==> src/rtl/mod_updown_counter.sv <==
`timescale 1ns/1ps
// mod_updown_counter
// Modulo-N up/down counter with synchronous clear, clamped parallel load,
// cascading terminal-count, one-cycle wrap pulse and a sticky overflow flag.
//
// Parameters
//   WIDTH    counter width in bits (2..16)
//   MODULUS  count modulus (2..2**WIDTH); the counter runs 0..MODULUS-1
//
// Ports
//   clk       in   rising-edge clock
//   rst       in   asynchronous active-low reset
//   en        in   count enable
//   up        in   direction: 1 = up, 0 = down
//   clr       in   synchronous clear to 0 (highest priority)
//   load      in   synchronous parallel load of load_val
//   load_val  in   value to load; values >= MODULUS clamp to MODULUS-1
//   ovf_clr   in   clears the sticky overflow flag
//   cnt       out  registered count
//   tc        out  combinational terminal count (en and at the wrap point)
//   wrap      out  registered pulse, high the cycle after a count wrapped
//   ovf       out  registered sticky wrap flag
//   cnt_gray  out  Gray-coded view of cnt; present only when the macro
//                  MOD_UPDOWN_COUNTER_GRAY_EN is defined
module mod_updown_counter #(
    parameter int WIDTH   = 4,
    parameter int MODULUS = 16
) (
    input  logic             clk,
    input  logic             rst,
    input  logic             en,
    input  logic             up,
    input  logic             clr,
    input  logic             load,
    input  logic [WIDTH-1:0] load_val,
    input  logic             ovf_clr,
    output logic [WIDTH-1:0] cnt,
    output logic             tc,
    output logic             wrap,
    output logic             ovf
`ifdef MOD_UPDOWN_COUNTER_GRAY_EN
    ,
    output logic [WIDTH-1:0] cnt_gray
`endif
);

    // Reject illegal configurations at elaboration time.
    generate
        if (WIDTH < 2 || WIDTH > 16) begin : g_bad_width
            $fatal(1, "mod_updown_counter: WIDTH must be in 2..16");
        end
        if (MODULUS < 2 || MODULUS > (1 << WIDTH)) begin : g_bad_modulus
            $fatal(1, "mod_updown_counter: MODULUS must be in 2..2**WIDTH");
        end
    endgenerate

    localparam logic [WIDTH-1:0] MAX_VAL = WIDTH'(MODULUS - 1);
    localparam logic [WIDTH-1:0] ONE     = WIDTH'(1);
    // One extra bit so MODULUS == 2**WIDTH is representable.
    localparam logic [WIDTH:0]   MOD_EXT = (WIDTH + 1)'(MODULUS);

    logic [WIDTH-1:0] cnt_next;
    logic             wrap_next;
    logic             ovf_next;
    logic             load_in_range;

    assign load_in_range = ({1'b0, load_val} < MOD_EXT);

    // Terminal count looks only at en/up/cnt so a cascaded stage sees it
    // in the same cycle, regardless of any pending clr or load.
    assign tc = en & (up ? (cnt == MAX_VAL) : (cnt == '0));

    always_comb begin
        // NOTE: every output of this block gets a default first, so no
        // path through the if/else chain can leave a latch behind.
        cnt_next  = cnt;
        wrap_next = 1'b0;
        if (clr) begin
            cnt_next = '0;
        end else if (load) begin
            cnt_next = load_in_range ? load_val : MAX_VAL;
        end else if (en) begin
            if (up) begin
                if (cnt == MAX_VAL) begin
                    cnt_next  = '0;
                    wrap_next = 1'b1;
                end else begin
                    cnt_next = cnt + ONE;
                end
            end else begin
                if (cnt == '0) begin
                    cnt_next  = MAX_VAL;
                    wrap_next = 1'b1;
                end else begin
                    cnt_next = cnt - ONE;
                end
            end
        end
    end

    // A wrap on the same edge as ovf_clr wins, so no overflow is ever lost.
    assign ovf_next = wrap_next | (ovf & ~ovf_clr);

    // NOTE: state registers use non-blocking assignments so every flop
    // samples the pre-edge values, independent of statement order.
    always_ff @(posedge clk or negedge rst) begin
        if (!rst) begin
            cnt  <= '0;
            wrap <= 1'b0;
            ovf  <= 1'b0;
        end else begin
            cnt  <= cnt_next;
            wrap <= wrap_next;
            ovf  <= ovf_next;
        end
    end

`ifdef MOD_UPDOWN_COUNTER_GRAY_EN
    // Derived straight from the cnt register, so it is 0 while in reset.
    assign cnt_gray = cnt ^ (cnt >> 1);
`endif

endmodule

==> config.mk <==
export PLATFORM = sky130hd
export DESIGN_NAME = mod_updown_counter
export DESIGN_NICKNAME = d
export VERILOG_FILES = /design/src/rtl/mod_updown_counter.sv
export SDC_FILE = /design/constraint.sdc
export NUM_CORES = 1
export LEC_CHECK = 0
export BUFFER_PORTS_ARGS = -buffer_cell sky130_fd_sc_hd__clkbuf_2
export CORE_MARGIN = 3
export CORE_UTILIZATION = 30
export DETAILED_ROUTE_END_ITERATION = 10
export SETUP_SLACK_MARGIN = 0.15
export SYNTH_ARGS = -nofsm -noshare
export SYNTH_HDL_FRONTEND = slang
export SYNTH_SLANG_ARGS = --single-unit
==> constraint.sdc <==
create_clock -name clk -period 1.65 [get_ports clk]
set_input_delay 0.33 -clock clk [delete_from_list [all_inputs] [get_ports clk]]
set_output_delay 0.33 -clock clk [all_outputs]
set_load 0.01 [all_outputs]
==> results.md, run 1 <==
* Status: finished with violations
* Failing checks: negative setup slack
* Cell Area, Synth at ~460 sq um
* Clock Tree Root: clkbuf_4
* CP required at between 1 and 1.5 ns
* Final max-slew violation count at 0
* Initial Utilization at 0.3342
* Global Route met2 Usage at 0.2062
* Full die area at about 2000 sq um
* Asr flop ratio synth at 1.000
* GRT Max-Usage Layer: met2
* Fin Setup TNS at -0.07719 ns
* Initial antenna violation count at 0
* Reg-to-reg endpoint: cnt[2]$_DFFE_PN0P_
* Kind of critical path: reg -> out
* Area growth, synth to finish at 42.19%
* Crit. End Element: primary output
* Max cap viols at 0
* Vias at 491
* Hold path cells at 2
* Top-area cell type share of the netlist area at 0.3288
* Lkg Pwr at roughly 0.32 nW
* Worst-case reg-to-reg path depth at 6
* Peak VDD IR at approximately 310 uV
* Hold Startpoint: ovf_clr
* Setup Skew at 0.01174 ns
* Synth area leader: dfrtp_1
* Clock period minus worst slack at approximately 1.7 ns
* GR Util met1 at 0.1585
* CP peak stage delay at between 0.4 and 0.5 ns
* PwrDens at a little over 700 nW/um^2
* Setup crit start kind: register
* Post-route cell area at about 650 sq um
* Crit path DAT at 1.40 ns
* All-Layer GR Usage at 0.1278
* Slowest stage cell, crit path: dfrtp_2
* Total global routing overflow at 0
* Post-DP HPWL at 856.7 um
* Post-DRT Antenna Nets at 0
* CTS Buf Count at 3
* Number of synthesized flops with an enable pin at 0
* Fmax at a little under 600 MHz
* I/O pin cnt at 18
* Final Power at about 460 uW
* Global-route wire length before repair at 1.863 mm
* Diode count at 0
* Finished Layout Cells at between 80 and 90
* Core Box Area at ~1400 sq um
* Clock Latency Late Sink at ~0.25 ns
* Crit-path cells: ha_2 > and4_4 > o21ai_2 > inv_1 > buf_2
* Final setup fails at 1
* Top_reg_cell synth: dfrtp_1
* Vias per cell at about 5.6
* Pin count of the biggest net entering global routing at 11
* I/O Buffers at 17
* Proportion of layout cells with a drive suffix above 1 at 0.5278
* Vert. Die Dim at 45.02 um
* CTS tree: yes
* Reg2reg setup slack at 0.14 ns
* Hold endpoint: ovf$_DFF_PN0_
* Post-Syn Area per Cell at around 9.3 sq um
* Synth cell types at 28
* Synth warnings at 0
* Die W at between 40 and 50 um
* Synthesized instance count at 49
* Final nets at between 80 and 90
* Slew @ Worst Pin at about 0.34 ns
* Placed cell area at 544.3 sq um
* Post-synth top cells: dfrtp_1, inv_1, nor2_1, mux2i_1, or3_1
* RSZ-0062 raised after global routing: yes
* Routing usage on met3 at 0.02390
* Vias in the first global route at 437
* Crit-path max FO at 4
* Fin crit share at 1.047
* Routed wire per std cell at 13.48 um
* Reg2reg start: cnt[1]$_DFFE_PN0P_
* Starting DRT DRC Count at 11
* H-tree lvl count at 1
* Placer Congestion at between 0.7 and 0.8
* Post-synthesis register bit count at 6
* Slew headroom at 0.7673
* Placed Cells incl. Taps at 79
* Syn Nets at 62
* Clk buf depth at 2
* First-pass DRT Iterations at 4
* WL final at roughly 1.2 mm
* Largest cells by area after synthesis: dfrtp_1, mux2i_1, ha_1
* Rows at 13
* Clk sinks at 6
* Hold Crit Class: in -> reg
* Clk pin slew, worst setup/hold paths at ~0.050 ns
* Fin. Hold Viols at 0
* # DRC at 0
* Worst setup margin at -0.07719 ns
* Seq/Total Area, Yosys at 0.3288
-- placed cells by master (no fill, tap or decap), types with 2 or more instances in the layout --
| cell | count |
|---|---|
| clkbuf_2 | 16 |
| inv_1 | 6 |
| buf_4 | 5 |
| nor2_1 | 4 |
| dfrtp_1 | 4 |
| mux2i_1 | 3 |
| or3_1 | 3 |
| clkbuf_4 | 3 |
| o32ai_2 | 2 |
| ha_2 | 2 |
| dfrtp_2 | 2 |
-- where the power goes --
part / internal (mW) / total [mW] / switching [mW]
clock network: 0.0918 / 0.148 / 0.0562
registers: 0.158 / 0.177 / 0.0195
logic: 0.0720 / 0.138 / 0.0663
total: 0.322 / 0.464 / 0.142
-- how the worst max path moves through the flow --
stage / start / end / depth (start not counted) / slack (ns)
floorplan: cnt[1]$_DFFE_PN0P_ / cnt[3]$_DFFE_PN0P_ / 4 / 0.17
global route: cnt[1]$_DFFE_PN0P_ / tc / 6 / -0.15
finish: cnt[0]$_DFFE_PN0P_ / tc / 5 / -0.08
detailed placement: cnt[0]$_DFFE_PN0P_ / tc / 5 / 0.1
global placement: cnt[0]$_DFFE_PN0P_ / tc / 5 / 0.11
CTS: cnt[1]$_DFFE_PN0P_ / tc / 6 / -0.09
-- registers in the layout (all words and copies together) (netlist names) --
name,flops
ovf,1
wrap,1
cnt,4
-- per-layer routing --
metal  vias to the layer above  wire length (um)
met3                         2                64
met1                       236               513
met5                         -                 0
met2                        23               581
li1                        230                 -
met4                         0                14
-- logic make-up (layout without fill, tap and decap cells) --
kind of cell / count (synthesis) / after routing / share of synthesized area
DFF: 6 / 6 / 0.3288
AOI/OAI and AO/OA: 14 / 14 / 0.2329
muxes: 3 / 3 / 0.06576
buffers and inverters: 10 / 33 / 0.1205
xor gates and xnor gates: 1 / 1 / 0.01918
and+or+nand+nor: 13 / 13 / 0.1781
adders and majority gates: 2 / 2 / 0.05479
-- area by class of cell --
| class | instances | area (sq um) |
|---|---|---|
| Fill cell | 146 | 716.9 |
| Sequential cell | 6 | 152.6 |
| Clock buffer | 4 | 26.28 |
| Timing Repair Buffer | 23 | 132.6 |
| Tap cell | 15 | 18.77 |
| Multi-Input combinational cell | 33 | 296.5 |
| Inverter | 6 | 22.52 |
-- per-stage QoR --
stage | hold slack, ns | setup slack [ns] | util
3_3_place_gp | 0.1631 | 0.1134 | 0.3984
3_5_place_dp | 0.1707 | 0.09522 | 0.3984
6_report | 0.2849 | -0.07719 | 0.4753
2_1_floorplan | 0.03441 | 0.1702 | -
4_1_cts | 0.2786 | -0.09458 | 0.4689
5_1_grt | 0.2815 | -0.1480 | 0.4753
-- critical path: cells and delay by family (launching register included) --
kind,cells,cell delay [ns]
DFF,1,0.43
adders and majority gates,1,0.21
and+or+nand+nor,1,0.19
buffers and inverters,2,0.18
AOI/OAI and AO/OA,1,0.14
-- what timing repair did --
action | in CTS | in global routing
hold buffers | 1 | 0
gates resized for setup | 7 | 3
pin swaps | 3 | 1
endpoints found under the setup margin | 3 | 4
setup buffers | 3 | 0
endpoints found under the hold margin | 6 | 0
Power figures use the tool's default switching activity.
==> inputs of run 2 (changes only) <==
--- a/config.mk
+++ b/config.mk
@@ -9,6 +9,7 @@
 export CORE_MARGIN = 3
 export CORE_UTILIZATION = 30
 export DETAILED_ROUTE_END_ITERATION = 10
+export MAX_ROUTING_LAYER = met4
 export SETUP_SLACK_MARGIN = 0.15
 export SYNTH_ARGS = -nofsm -noshare
 export SYNTH_HDL_FRONTEND = slang
==> run 2 against run 1 <==
  * The run still ends with negative setup slack left
  * Die area unchanged
  * Worst hold slack barely moved
  * Sequential share of layout area stayed put
  * Clock skew rose by 0.0036 ns
  * Clock power about the same
  * Clock-buffer cell count unchanged
  * Routed wire length rose by 0.68%
  * Critical path depth unchanged
  * Flip-flop and latch count did not move
  * Critical endpoint unchanged
  * Highest routed layer unchanged
==> results.md, run 2 (synthesized netlist as in run 1, its figures left out) <==
* Status: finished with violations (unchanged)
* Failing checks: negative setup slack (unchanged)
* Commonest non-fill, non-tap cell in the layout: clkbuf_2 (unchanged)
* Worst-case reg-to-reg path depth at 6 (unchanged)
* Setup Skew at 0.01531 ns (was 0.01174 ns)
* Most frequent cells in the layout: clkbuf_2, inv_1, buf_4, nor2_1, dfrtp_1 (unchanged)
* Slew headroom at 0.7673 (unchanged)
* Reg-to-reg endpoint: cnt[2]$_DFFE_PN0P_ (unchanged)
* WL final at 1.181 mm (was 1.173 mm)
* Post-DRT Antenna Nets at 0 (unchanged)
* Pin count of the biggest net entering global routing at 11 (unchanged)
* PwrDens at 719.1 nW/um^2 (was 714.0 nW/um^2)
* Vias per cell at 5.609 (was 5.644)
* Diode count at 0 (unchanged)
* Biggest register: cnt (unchanged)
* Clock power share at 0.323 (was 0.319)
* Area growth, synth to finish at 42.19% (unchanged)
* Vert. Die Dim at 45.02 um (unchanged)
* Full die area at 2026 sq um (unchanged)
* Clk sinks at 6 (unchanged)
* Final core occ at 0.4753 (unchanged)
* First-pass DRT Iterations at 4 (unchanged)
* Final nets at 86 (unchanged)
* Placed Cells incl. Taps at 79 (unchanged)
* Seq pwr share at 0.380 (was 0.383)
* Reg2reg start: cnt[1]$_DFFE_PN0P_ (unchanged)
* Initial antenna violation count at 0 (unchanged)
* Max cap viols at 0 (unchanged)
* Placer Congestion at 0.8114 (was 0.7998)
* Proportion of layout cells with a drive suffix above 1 at 0.5278 (unchanged)
* Lkg Pwr at 0.3157 nW (unchanged)
* Clock period minus worst slack at 1.733 ns (was 1.727 ns)
* Max reg flops at 4 (unchanged)
* Rows at 13 (unchanged)
* Hold endpoint: ovf$_DFF_PN0_ (unchanged)
* I/O pin cnt at 18 (unchanged)
* All-Layer GR Usage at 0.1324 (was 0.1278)
* Net Sw Power at 145.1 uW (was 142.0 uW)
* Die W at 45.02 um (unchanged)
* RSZ-0062 raised after global routing: yes (unchanged)
* Global-route wire length before repair at 1.876 mm (was 1.863 mm)
* Starting DRT DRC Count at 11 (unchanged)
* Int Power at 321.8 uW (was 321.7 uW)
* Crit path DAT at 1.40 ns (about the same)
* Pre-CTS setup slack at 0.09522 ns (unchanged)
* Reg2reg setup slack at 0.13 ns (was 0.14 ns)
* Clk pin slew, worst setup/hold paths at 0.06 ns (was 0.05 ns)
* Comb pwr share at 0.296 (was 0.298)
* Slew @ Worst Pin at 0.3446 ns (about the same)
* Vias at 488 (was 491)
* Post-DP HPWL at 856.7 um (unchanged)
* Vias in the first global route at 436 (was 437)
* Worst setup margin at -0.08330 ns (was -0.07719 ns)
* # DRC at 0 (unchanged)
* CP required at 1.32 ns (about the same)
* Setup crit start kind: register (unchanged)
* Total global routing overflow at 0 (unchanged)
* Clk buf depth at 2 (unchanged)
* Clock Tree Root: clkbuf_4 (unchanged)
* Initial Utilization at 0.3342 (unchanged)
* Fmax at 576.9 MHz (was 579.0 MHz)
* H-tree lvl count at 1 (unchanged)
* Finished Layout Cells at 87 (unchanged)
* Regs by FF count: cnt: 4 flops, ovf: 1 flops, wrap: 1 flops (unchanged)
* Hold Startpoint: ovf_clr (unchanged)
* Peak VDD IR at 309.5 uV (was 309.4 uV)
* CTS Buf Count at 3 (unchanged)
* Hold path cells at 2 (unchanged)
* Sw Share at 0.3108 (was 0.3062)
* Crit-path max FO at 4 (unchanged)
* Clock Latency Late Sink at 0.25 ns (about the same)
* Final setup fails at 1 (unchanged)
* Kind of critical path: reg -> out (unchanged)
* Crit. End Element: primary output (unchanged)
* Fin crit share at 1.050 (was 1.047)
* Hold Crit Class: in -> reg (unchanged)
* Final max-slew violation count at 0 (unchanged)
* Fin. Hold Viols at 0 (unchanged)
* CTS tree: yes (unchanged)
* Core Box Area at 1366 sq um (unchanged)
* I/O Buffers at 17 (unchanged)
* Routed wire per std cell at 13.57 um (was 13.48 um)
* Fillers at 146 (unchanged)
==> run 2: cell counts in the layout (fill, tap and decap cells not counted) <==
No cell type changed its count.
==> run 2: layout make-up <==
| class | count | area, sq um | area share |
|---|---|---|---|
| multi-input combinational | 33 | 296.5 | 0.4566 |
| sequential | 6 | 152.6 | 0.2351 |
| timing repair buffer | 23 | 132.6 | 0.2042 |
| clock buffer | 4 | 26.28 | 0.04046 |
| inverter | 6 | 22.52 | 0.03468 |
| tap | 15 | 18.77 | 0.02890 |
==> run 2: worst max-delay path, cell delays in order (launching register included) <==
cell and delay (ns):
dfrtp_2 0.43, ha_2 0.22, and4_4 0.19, o21ai_2 0.14, inv_1 0.05, buf_2 0.13
==> run 2: worst max path at each step <==
stage,from,to,depth (start not counted)
after detailed placement,cnt[0]$_DFFE_PN0P_,tc,5
after global routing,cnt[1]$_DFFE_PN0P_,tc,6
after floorplan,cnt[1]$_DFFE_PN0P_,cnt[3]$_DFFE_PN0P_,4
final,cnt[0]$_DFFE_PN0P_,tc,5
after global placement,cnt[0]$_DFFE_PN0P_,tc,5
after CTS,cnt[1]$_DFFE_PN0P_,tc,6
==> run 2: power by group through the flow <==
stage / sequential [mW] / combinational (mW) / clock [mW]
2_1_floorplan: 0.174 / 0.0744 / 0
3_3_place_gp: 0.176 / 0.111 / 0
3_5_place_dp: 0.177 / 0.111 / 0
4_1_cts: 0.176 / 0.136 / 0.154
5_1_grt: 0.179 / 0.151 / 0.169
6_report: 0.178 / 0.138 / 0.151
==> run 2: routing by layer <==
layer / track usage / vias up / wire length (um)
li1: - / 229 / -
met1: 0.1610 / 234 / 521
met2: 0.2062 / 23 / 582
met3: 0.02390 / 2 / 64
met4: 0.07018 / 0 / 14
met5: - / - / 0
==> run 2: stage by stage <==
| stage | hold WS (ns) | instance area [sq um] | TNS [ns] | total power [mW] |
|---|---|---|---|---|
| final | 0.2849 | 649.4 | -0.08330 | 0.4670 |
| after CTS | 0.2786 | 640.6 | -0.09458 | 0.4654 |
| after detailed placement | 0.1707 | 544.3 | 0 | 0.2876 |
| after global routing | 0.2815 | 649.4 | -0.1517 | 0.4993 |
| after global placement | 0.1631 | 544.3 | 0 | 0.2871 |
| after floorplan | 0.03441 | 457.9 | 0 | 0.2487 |
==> run 2: repair_timing <==
item | in CTS | in global routing
hold buffers | 1 | 0
setup endpoints to repair | 3 | 4
pin swaps | 3 | 1
setup buffers | 3 | 0
gates resized for setup | 7 | 3
endpoints found under the hold margin | 6 | 0
